File: src/rtl/fifo_frame_reader_pkg.sv
// fifo_frame_reader_pkg: shared state encoding, pixel tag layout and counter width for the frame reader.
package fifo_frame_reader_pkg;
  typedef enum logic [1:0] {IDLE, ACTIVE, DRAIN} state_t;
  typedef struct packed {
    logic sof;
    logic eol;
    logic eof;
  } tag_t;
  localparam int TAG_W = $bits(tag_t);
  localparam int CMP_W = 12;
endpackage

File: src/rtl/fifo_frame_reader_skid.sv
// fifo_frame_reader_skid: 2-entry ready/valid buffer; in_ready is registered so upstream never sees out_ready.
module fifo_frame_reader_skid #(
  parameter int W = 19
) (
  input  logic         rd_clk,
  input  logic         rd_rst,
  input  logic         flush,
  input  logic         in_valid,
  input  logic [W-1:0] in_data,
  output logic         in_ready,
  output logic         out_valid,
  output logic [W-1:0] out_data,
  input  logic         out_ready
);
  logic         skid_valid;
  logic [W-1:0] skid_data;
  logic         push;
  assign in_ready = ~skid_valid;
  assign push     = in_valid & ~skid_valid;
  always_ff @(posedge rd_clk or posedge rd_rst)
    if (rd_rst) begin
      out_valid  <= 1'b0;
      out_data   <= '0;
      skid_valid <= 1'b0;
      skid_data  <= '0;
    end else if (flush) begin
      out_valid  <= 1'b0;
      skid_valid <= 1'b0;
    end else if (~out_valid | out_ready) begin
      out_valid  <= skid_valid | push;
      out_data   <= skid_valid ? skid_data : (push ? in_data : out_data);
      skid_valid <= 1'b0;
    end else if (push) begin
      skid_valid <= 1'b1;
      skid_data  <= in_data;
    end
endmodule

File: src/rtl/fifo_frame_reader.sv
// fifo_frame_reader: pops a FWFT FIFO and frames H_ACTIVE x V_ACTIVE pixels with sof/eol/eof tags.
// Define FIFO_FRAME_READER_STALL_CNT_EN to add the upstream-starvation counter output stall_cnt.
module fifo_frame_reader
  import fifo_frame_reader_pkg::*;
#(
  parameter int DATA_W   = 16,
  parameter int H_ACTIVE = 1280,
  parameter int V_ACTIVE = 720,
  parameter int CNT_W    = CMP_W
) (
  input  logic              rd_clk,
  input  logic              rd_rst,
  input  logic              frame_start,
  input  logic              abort,
  input  logic [DATA_W-1:0] fifo_rd_data,
  input  logic              fifo_rd_vld,
  output logic              fifo_rd_en,
  output logic [DATA_W-1:0] out_data,
  output logic              out_valid,
  input  logic              out_ready,
  output logic              out_sof,
  output logic              out_eol,
  output logic              out_eof,
  output logic              busy,
  output logic              done
`ifdef FIFO_FRAME_READER_STALL_CNT_EN
  ,output logic [31:0]      stall_cnt
`endif
);
  localparam logic [CNT_W-1:0] X_LAST = CNT_W'(H_ACTIVE - 1);
  localparam logic [CNT_W-1:0] Y_LAST = CNT_W'(V_ACTIVE - 1);
  state_t                   state, state_d;
  logic [CNT_W-1:0]         x_cnt, y_cnt;
  logic                     in_ready, pop, x_last, y_last;
  tag_t                     tag;
  logic [TAG_W+DATA_W-1:0]  out_word;
  assign fifo_rd_en = (state == ACTIVE) & in_ready & ~abort;
  assign pop        = fifo_rd_en & fifo_rd_vld;
  assign x_last     = x_cnt == X_LAST;
  assign y_last     = y_cnt == Y_LAST;
  assign tag        = '{sof: (x_cnt == '0) & (y_cnt == '0), eol: x_last, eof: x_last & y_last};
  assign busy       = state != IDLE;
  assign {out_sof, out_eol, out_eof, out_data} = out_word;
  fifo_frame_reader_skid #(.W(TAG_W + DATA_W)) u_skid (
    .rd_clk    (rd_clk),
    .rd_rst    (rd_rst),
    .flush     (abort),
    .in_valid  (pop),
    .in_data   ({tag, fifo_rd_data}),
    .in_ready  (in_ready),
    .out_valid (out_valid),
    .out_data  (out_word),
    .out_ready (out_ready)
  );
  always_comb begin
    state_d = state;
    done    = 1'b0;
    case (state)
      IDLE:    state_d = frame_start ? ACTIVE : IDLE;
      ACTIVE:  state_d = (pop & x_last & y_last) ? DRAIN : ACTIVE;
      DRAIN: begin
        done    = ~out_valid & in_ready;
        state_d = done ? IDLE : DRAIN;
      end
      default: state_d = IDLE;
    endcase
    if (abort) begin
      state_d = IDLE;
      done    = 1'b0;
    end
  end
  always_ff @(posedge rd_clk or posedge rd_rst)
    if (rd_rst) begin
      state <= IDLE;
      x_cnt <= '0;
      y_cnt <= '0;
    end else begin
      state <= state_d;
      if (abort | ((state == IDLE) & frame_start)) begin
        x_cnt <= '0;
        y_cnt <= '0;
      end else if (pop) begin
        x_cnt <= x_last ? '0 : x_cnt + 1'b1;
        if (x_last) y_cnt <= y_last ? '0 : y_cnt + 1'b1;
      end
    end
`ifdef FIFO_FRAME_READER_STALL_CNT_EN
  always_ff @(posedge rd_clk or posedge rd_rst)
    if (rd_rst) stall_cnt <= '0;
    else if ((state == IDLE) & (state_d == ACTIVE)) stall_cnt <= '0;
    else if (fifo_rd_en & ~fifo_rd_vld & ~&stall_cnt) stall_cnt <= stall_cnt + 1'b1;
`endif
endmodule

File: config.mk
export PLATFORM = sky130hd
export DESIGN_NAME = fifo_frame_reader
export DESIGN_NICKNAME = d
export VERILOG_FILES = /design/src/rtl/fifo_frame_reader_pkg.sv /design/src/rtl/fifo_frame_reader_skid.sv /design/src/rtl/fifo_frame_reader.sv
export SDC_FILE = /design/constraint.sdc
export NUM_CORES = 1
export LEC_CHECK = 0
export ABC_AREA = 1
export BUFFER_PORTS_ARGS = -buffer_cell sky130_fd_sc_hd__buf_2
export CAP_MARGIN = 20
export CORE_AREA = 3 3 115 117
export DETAILED_ROUTE_END_ITERATION = 8
export DIE_AREA = 0 0 118 120
export GPL_TIMING_DRIVEN = 1
export PLACE_DENSITY_LB_ADDON = 0.3
export RECOVER_POWER = 50
export SYNTH_ARGS = -nofsm -noshare
export SYNTH_HDL_FRONTEND = slang
export SYNTH_SLANG_ARGS = --single-unit
export TNS_END_PERCENT = 1
File: constraint.sdc
create_clock -name rd_clk -period 2.7 [get_ports rd_clk]
set_input_delay 0.27 -clock rd_clk [delete_from_list [all_inputs] [get_ports rd_clk]]
set_output_delay 0.27 -clock rd_clk [all_outputs]
set_load 0.02 [all_outputs]
==> results.md, run 1 <==
- Setup TNS: 0 ps
- Seq cells post-synth: 66
- Post-synthesis simple-gate area fraction: 0.322
- WL/cell: around 12 um
- # IOs: 45
- Largest buffer count on any clock path: 2
- Clk_lat worst skew: between 300 and 400 ps
- Main combinational cell family by area after synthesis: simple AND/OR/NAND/NOR gates
- Fin crit period: 2160 ps
- Ratio of cells with drive above 1 in the final layout: 0.145
- Die ar.: roughly 14000 sq um
- Fmax: between 400 and 500 MHz
- Via Count: 3118
- Leading cell type in the layout, fill and taps excluded: nand2_1
- WS Path Type: reg -> reg
- Mean Syn Cell Area: about 7.6 sq um
- TritonRoute pass-1 iters: 5
- Setup violations, final: 0
- Post-Syn Instances: around 480
- RSZ-0062 raised after global routing: false
- Status: complete, but fails checks
- All-Layer GR Usage: 0.124
- Mux cell area share after synthesis: 0
- Final HPWL DP: about 6000 um
- Clock skew: ~3.2 ps
- Cell taking the most area after synthesis: dfrtp_1
- DR DRC count: 0
- Rel. slew slack: -0.118
- Crit path required time: between 2000 and 3000 ps
- Initial drt markers: 281
- Cell Area, Synth: 3640 sq um
- Die width: ~120 um
- Synthesis Warnings: 0
- Cell variety after synth: 31
- Total congestion overflow: 0
- Most frequent cells in the layout: 167 x nand2_1, 66 x dfrtp_1, 54 x inv_1, 42 x nor2_1, 41 x o21ai_0
- Final Slew Violations: 67
- I/O Buffers: 44
- Max VDD drop: 0.311 mV
- Post-synth EDFFs: 0
- Synth top area share: 0.454
- Fin crit share: 0.801
- Post-DRT Antenna Nets: 0
- Sequential area share after synthesis: 0.454
- Max_cap viols: 1
- Vias in the first global route: roughly 2900
- Routability congestion estimate: between 0.8 and 0.9
- Post-route cell area: between 4000 and 5000 sq um
- Tightest Pin Transition: between 1500 and 2000 ps
- Placement row count: roughly 40
- Initial antenna violation count: 0
- Vias per cell: around 4.4
- CTS Sinks: 66
- Clock transition at path regs: approximately 60 ps
- Core area: between 10000 and 15000 sq um
- CP max FO: 27
- Post-CTS Setup Bufs: 0
- Startpoint Class: register
- Ys async rst share: 1.00
- CTS tree: built
- Critical Path AT: between 2000 and 2500 ps
- Die Height: roughly 120 um
- Violated checks: max-capacitance violations, max-slew violations
- Hold Crit Class: in -> reg
- Syn nets: between 500 and 600
- Hold Buf Count CTS: 0
- H-tree Lvls: 3
- Post-Synth XOR/XNOR Area: 0.0120
- Syn-to-layout area delta: 17.8%
- # diodes: 0
- # nets final: about 550
- Pin count of the biggest net entering global routing: 67
- Most common flop cell mapped by yosys: dfrtp_1
- Post-Synth Adder-Cell Area: 0.0138
- LEAKAGE: ~0.0021 uW
- First-pass GRT wire length: between 10000 and 15000 um
- Compound-gate portion of the synthesized area: 0.0987
- Routed WL: 8300 um
- Final Hold Vio Count: 0
- CTS Root Cell: clkbuf_16
- Cells resized by post-CTS repair: 0
- Setup crit end kind: register
- Synth area leaders: dfrtp_1 45%, nand2_1 17%, o21ai_0 5.6%
- Initial Util: 0.292
- Power per cell area: between 600 and 700 nW/um^2
- Total CTS buffers: 9
- Placed Area: 3990 sq um
final cells by class:
class	count	area [sq um]
inverters	59	239
well taps	172	215
multi-input cells	342	1610
clock buffers	9	225
flip-flops and latches	66	1650
repair buffers	47	228
clock inverters	7	118
fillers	1321	8180
where the power goes:
part	switching (uW)	internal (uW)
sequential	50.7	1080
combinational	247	105
clock	444	899
synth_stat cells (5+ instances only):
cell type and number:
o21ai_0 41, inv_1 54, o21ai_2 7, nand2_1 167
a21oi_1 7, xor2_1 5, nor2_1 42, nand4_1 10
nor3_1 6, dfrtp_1 66, buf_6 5, nand3_1 33
final timing paths:
kind	cells past startpoint	startpoint	slack, ps	endpoint
min in group asynchronous	3	rd_rst	530	u_skid.skid_data[13]$_DFFE_PP0P_
setup / recovery	8	u_skid.skid_valid$_DFFE_PP0P_	540	u_skid.out_data[17]$_DFFE_PP0P_
hold / removal	3	fifo_rd_data[1]	170	u_skid.skid_data[1]$_DFFE_PP0P_
max in group asynchronous	3	rd_rst	1190	u_skid.skid_data[4]$_DFFE_PP0P_
setup reg to reg	8	u_skid.skid_valid$_DFFE_PP0P_	540	u_skid.out_data[17]$_DFFE_PP0P_
hold reg to reg	2	u_skid.out_data[0]$_DFFE_PP0P_	470	u_skid.out_data[0]$_DFFE_PP0P_
routing by layer:
metal	up-vias	global-route usage	routed length, um
met5	-	0	0
met4	0	0.0520	138
met3	9	0.0306	395
met2	70	0.198	3810
met1	1431	0.160	3960
li1	1608	-	-
cells by family after synthesis:
logic type	Yosys count
simple gates	270
fa+ha+maj	4
xor+xnor	5
compound gates	63
buf+inv	73
flops	66
registers in the layout, indices dropped and copies added, names as in the netlist:
| name | flops |
|---|---|
| y_cnt | 12 |
| x_cnt | 12 |
| u_skid.skid_valid | 1 |
| u_skid.skid_data | 19 |
| state | 2 |
| u_skid.out_data | 19 |
| u_skid.out_valid | 1 |
metrics by stage:
step | hold WS [ps] | std cells | utilization | power [uW] | setup WS [ps]
2_1_floorplan | 333 | 481 | - | 1390 | 775
3_3_place_gp | 380 | 686 | 0.320 | 1510 | 671
3_5_place_dp | 380 | 686 | 0.320 | 1520 | 677
4_1_cts | 21.2 | 702 | 0.347 | 2880 | 656
5_1_grt | 186 | 702 | 0.344 | 2960 | 289
6_report | 173 | 702 | 0.344 | 2820 | 538
critical path: stages (launching register included):
cell and delay [ps]:
dfrtp_1 440, clkinv_8 130, nand4_1 400, nand2_2 180, nand2_2 90, nor2_4 370
inv_2 260, nand2_1 120, nand2_1 50
Note: power is estimated with default switching activity, not from simulation.
==> inputs of run 2 (changes only) <==
clock period = 1.82 ns   (was 2.7 ns; I/O delays follow)
==> run 2 against run 1 <==
Against the previous run: total power grew 42%; largest power group unchanged; register-to-register slack lost 380 ps; via count grew 1.5%; clock power grew 35%; the run now ends clean; cell area grew 1.8%; global-route usage grew 0.13 points; clock skew grew 5.1 ps; count of clock-buffer cells in the layout grew 2; critical path depth is the same.
==> results.md, run 2 (synthesis results as in run 1) <==
- Most frequent cells in the layout: 167 x nand2_1, 66 x dfrtp_1, 53 x inv_1, 41 x o21ai_0, 40 x nor2_1
- Rel. slew slack: 0.283 (+0.401)
- Final Slew Violations: 0 (-100%)
- Leading cell type in the layout, fill and taps excluded: nand2_1
- CTS Root Cell: clkbuf_16
- Total CTS buffers: 9 (unchanged)
- Clk_lat worst skew: 330 ps (about the same)
- Max_cap viols: 0 (-1)
- Fmax: 603 MHz (+30%)
- LEAKAGE: 0.00210 uW (+0.86%)
- Die ar.: 14200 sq um (unchanged)
- Initial antenna violation count: 0 (unchanged)
- TritonRoute pass-1 iters: 4 (-1)
- Crit path required time: 2060 ps (-860 ps)
- Final HPWL DP: 6160 um (+3.0%)
- Hold path cells: 3 (unchanged)
- Worst path cell trace: ha_1 -> nand3_1 -> inv_1 -> nand2_1 -> nor2_4 -> o21ai_2 -> buf_12 -> o21ai_0
- Post-route cell area: 4360 sq um (+1.8%)
- Die Height: 120 um (unchanged)
- Slowest cell on crit path: dfrtp_1
- # IOs: 45 (unchanged)
- I/O Buffers: 44 (unchanged)
- Initial Util: 0.292 (unchanged)
- Critical Path AT: 1900 ps (-480 ps)
- Final Power: 4010 uW (+42%)
- DR DRC count: 0 (unchanged)
- Setup TNS: 0 ps (unchanged)
- RSZ-0062 raised after global routing: false
- CP max FO: 15 (-44%)
- Routed WL: 8390 um (+1.1%)
- Min-Delay Endpoint: u_skid.skid_data[4]$_DFFE_PP0P_
- # nets final: 562 (+2.0%)
- Clock skew: 8.30 ps (+5.10 ps)
- Vias per cell: 4.45 (+0.19%)
- Routability congestion estimate: 0.858 (+2.4%)
- WL/cell: 11.8 um (-0.20%)
- Regs by FF count: u_skid.out_data (19), u_skid.skid_data (19)
- Reg-to-Reg Start: x_cnt[0]$_DFFE_PP0P_
- Core area: 12500 sq um (unchanged)
- Reg2reg end: y_cnt[10]$_DFFE_PP0P_
- Pin count of the biggest net entering global routing: 46 (-31%)
- CTS Sinks: 66 (unchanged)
- Post-DRT Antenna Nets: 0 (unchanged)
- Hold_sp: fifo_rd_data[4]
- Status: complete, no violations
- Fin crit share: 0.912 (+0.111)
- Startpoint Class: register
- Setup crit end kind: register
- Via Count: 3164 (+1.5%)
- Worst setup margin: 161 ps (-377 ps)
- Cells on worst reg2reg path: 8 (unchanged)
- Largest buffer count on any clock path: 2 (unchanged)
- # diodes: 0 (unchanged)
- All-Layer GR Usage: 0.125 (+0.00134)
- Syn-to-layout area delta: 19.9%
- Initial drt markers: 192 (-32%)
- Vias in the first global route: 3031 (+4.4%)
- Power per cell area: 919 nW/um^2 (+40%)
- H-tree Lvls: 3 (unchanged)
- Hold Crit Class: in -> reg
- Placed Area: 4080 sq um (+2.3%)
- Hold WS: 71.7 ps (-102 ps)
- Clock transition at path regs: 60 ps (about the same)
- Ratio of cells with drive above 1 in the final layout: 0.145 (-0.000571)
- CTS tree: built
- Final Hold Vio Count: 0 (unchanged)
- Total congestion overflow: 0 (unchanged)
- Post-Place Setup Slack: 88.2 ps (-589 ps)
- Flop-to-flop setup slack: 160 ps (-380 ps)
- Fin crit period: 1660 ps (-503 ps)
- Post-CTS Setup Bufs: 0 (unchanged)
- Tightest Pin Transition: 1070 ps (-607 ps)
- Max VDD drop: 0.423 mV (+36%)
- Biggest cell delay along the critical path: 400 ps (-40 ps)
- Placement row count: 41 (unchanged)
- First-pass GRT wire length: 14500 um (+1.4%)
- Setup violations, final: 0 (unchanged)
- Die width: 118 um (unchanged)
- WS Path Type: reg -> reg
-- run 2: cell types whose count changed in the layout (fill, tap and decap cells not counted), sizes merged --
cell,previous run,this run
buf,36,37
clkbuf,20,31
inv,58,57
bufinv,3,2
dlygate4sd3,0,1
clkinvlp,3,1
-- run 2: how the worst max path moves through the flow --
| stage | from | end | slack (ps) | cells past startpoint |
|---|---|---|---|---|
| after floorplan | y_cnt[0]$_DFFE_PP0P_ | state[0]$_DFF_PP0_ | 240 | 8 |
| after global placement | y_cnt[0]$_DFFE_PP0P_ | state[0]$_DFF_PP0_ | 150 | 8 |
| after detailed placement | y_cnt[0]$_DFFE_PP0P_ | y_cnt[4]$_DFFE_PP0P_ | 90 | 9 |
| after CTS | y_cnt[0]$_DFFE_PP0P_ | state[0]$_DFF_PP0_ | 80 | 8 |
| after global routing | x_cnt[0]$_DFFE_PP0P_ | y_cnt[0]$_DFFE_PP0P_ | 20 | 9 |
| final | x_cnt[0]$_DFFE_PP0P_ | y_cnt[10]$_DFFE_PP0P_ | 160 | 8 |
-- run 2: power by group --
group | switching [uW] | internal, uW | total [uW] | leakage [uW]
registers | 73.0 | 1600 | 1670 | 0.000833
clock network | 590 | 1220 | 1810 | 0.000151
logic | 375 | 158 | 532 | 0.00112
total | 1040 | 2970 | 4010 | 0.00210
-- run 2: layer usage --
metal,wire [um],global-route usage
met4,133,0.0432
met1,4010,0.162
met3,414,0.0401
met5,0,0
met2,3830,0.198
-- run 2: metrics by stage --
| step | util | std cells |
|---|---|---|
| 2_1_floorplan | - | 481 |
| 3_3_place_gp | 0.327 | 696 |
| 3_5_place_dp | 0.327 | 696 |
| 4_1_cts | 0.353 | 711 |
| 5_1_grt | 0.350 | 711 |
| 6_report | 0.350 | 711 |
-- run 2: critical path: cells and delay by family (launching register included) --
family / cells / cell delay (ps)
simple gates: 3 / 450
flops: 1 / 400
buf+inv: 2 / 270
compound gates: 2 / 250
fa+ha+maj: 1 / 210
-- run 2: layout make-up --
type                    count  area (sq um)
clock buffers              11           243
flip-flops and latches     66          1650
inverters                  59           240
fillers                  1324          8100
repair buffers             58           319
well taps                 172           215
clock inverters             3          65.1
multi-input cells         342          1630
-- run 2: timing repair --
item / in CTS / in global routing
gates resized for setup: 0 / 2
hold buffers: 1 / 0
endpoints found under the hold margin: 21 / 0
endpoints found under the setup margin: 0 / 8
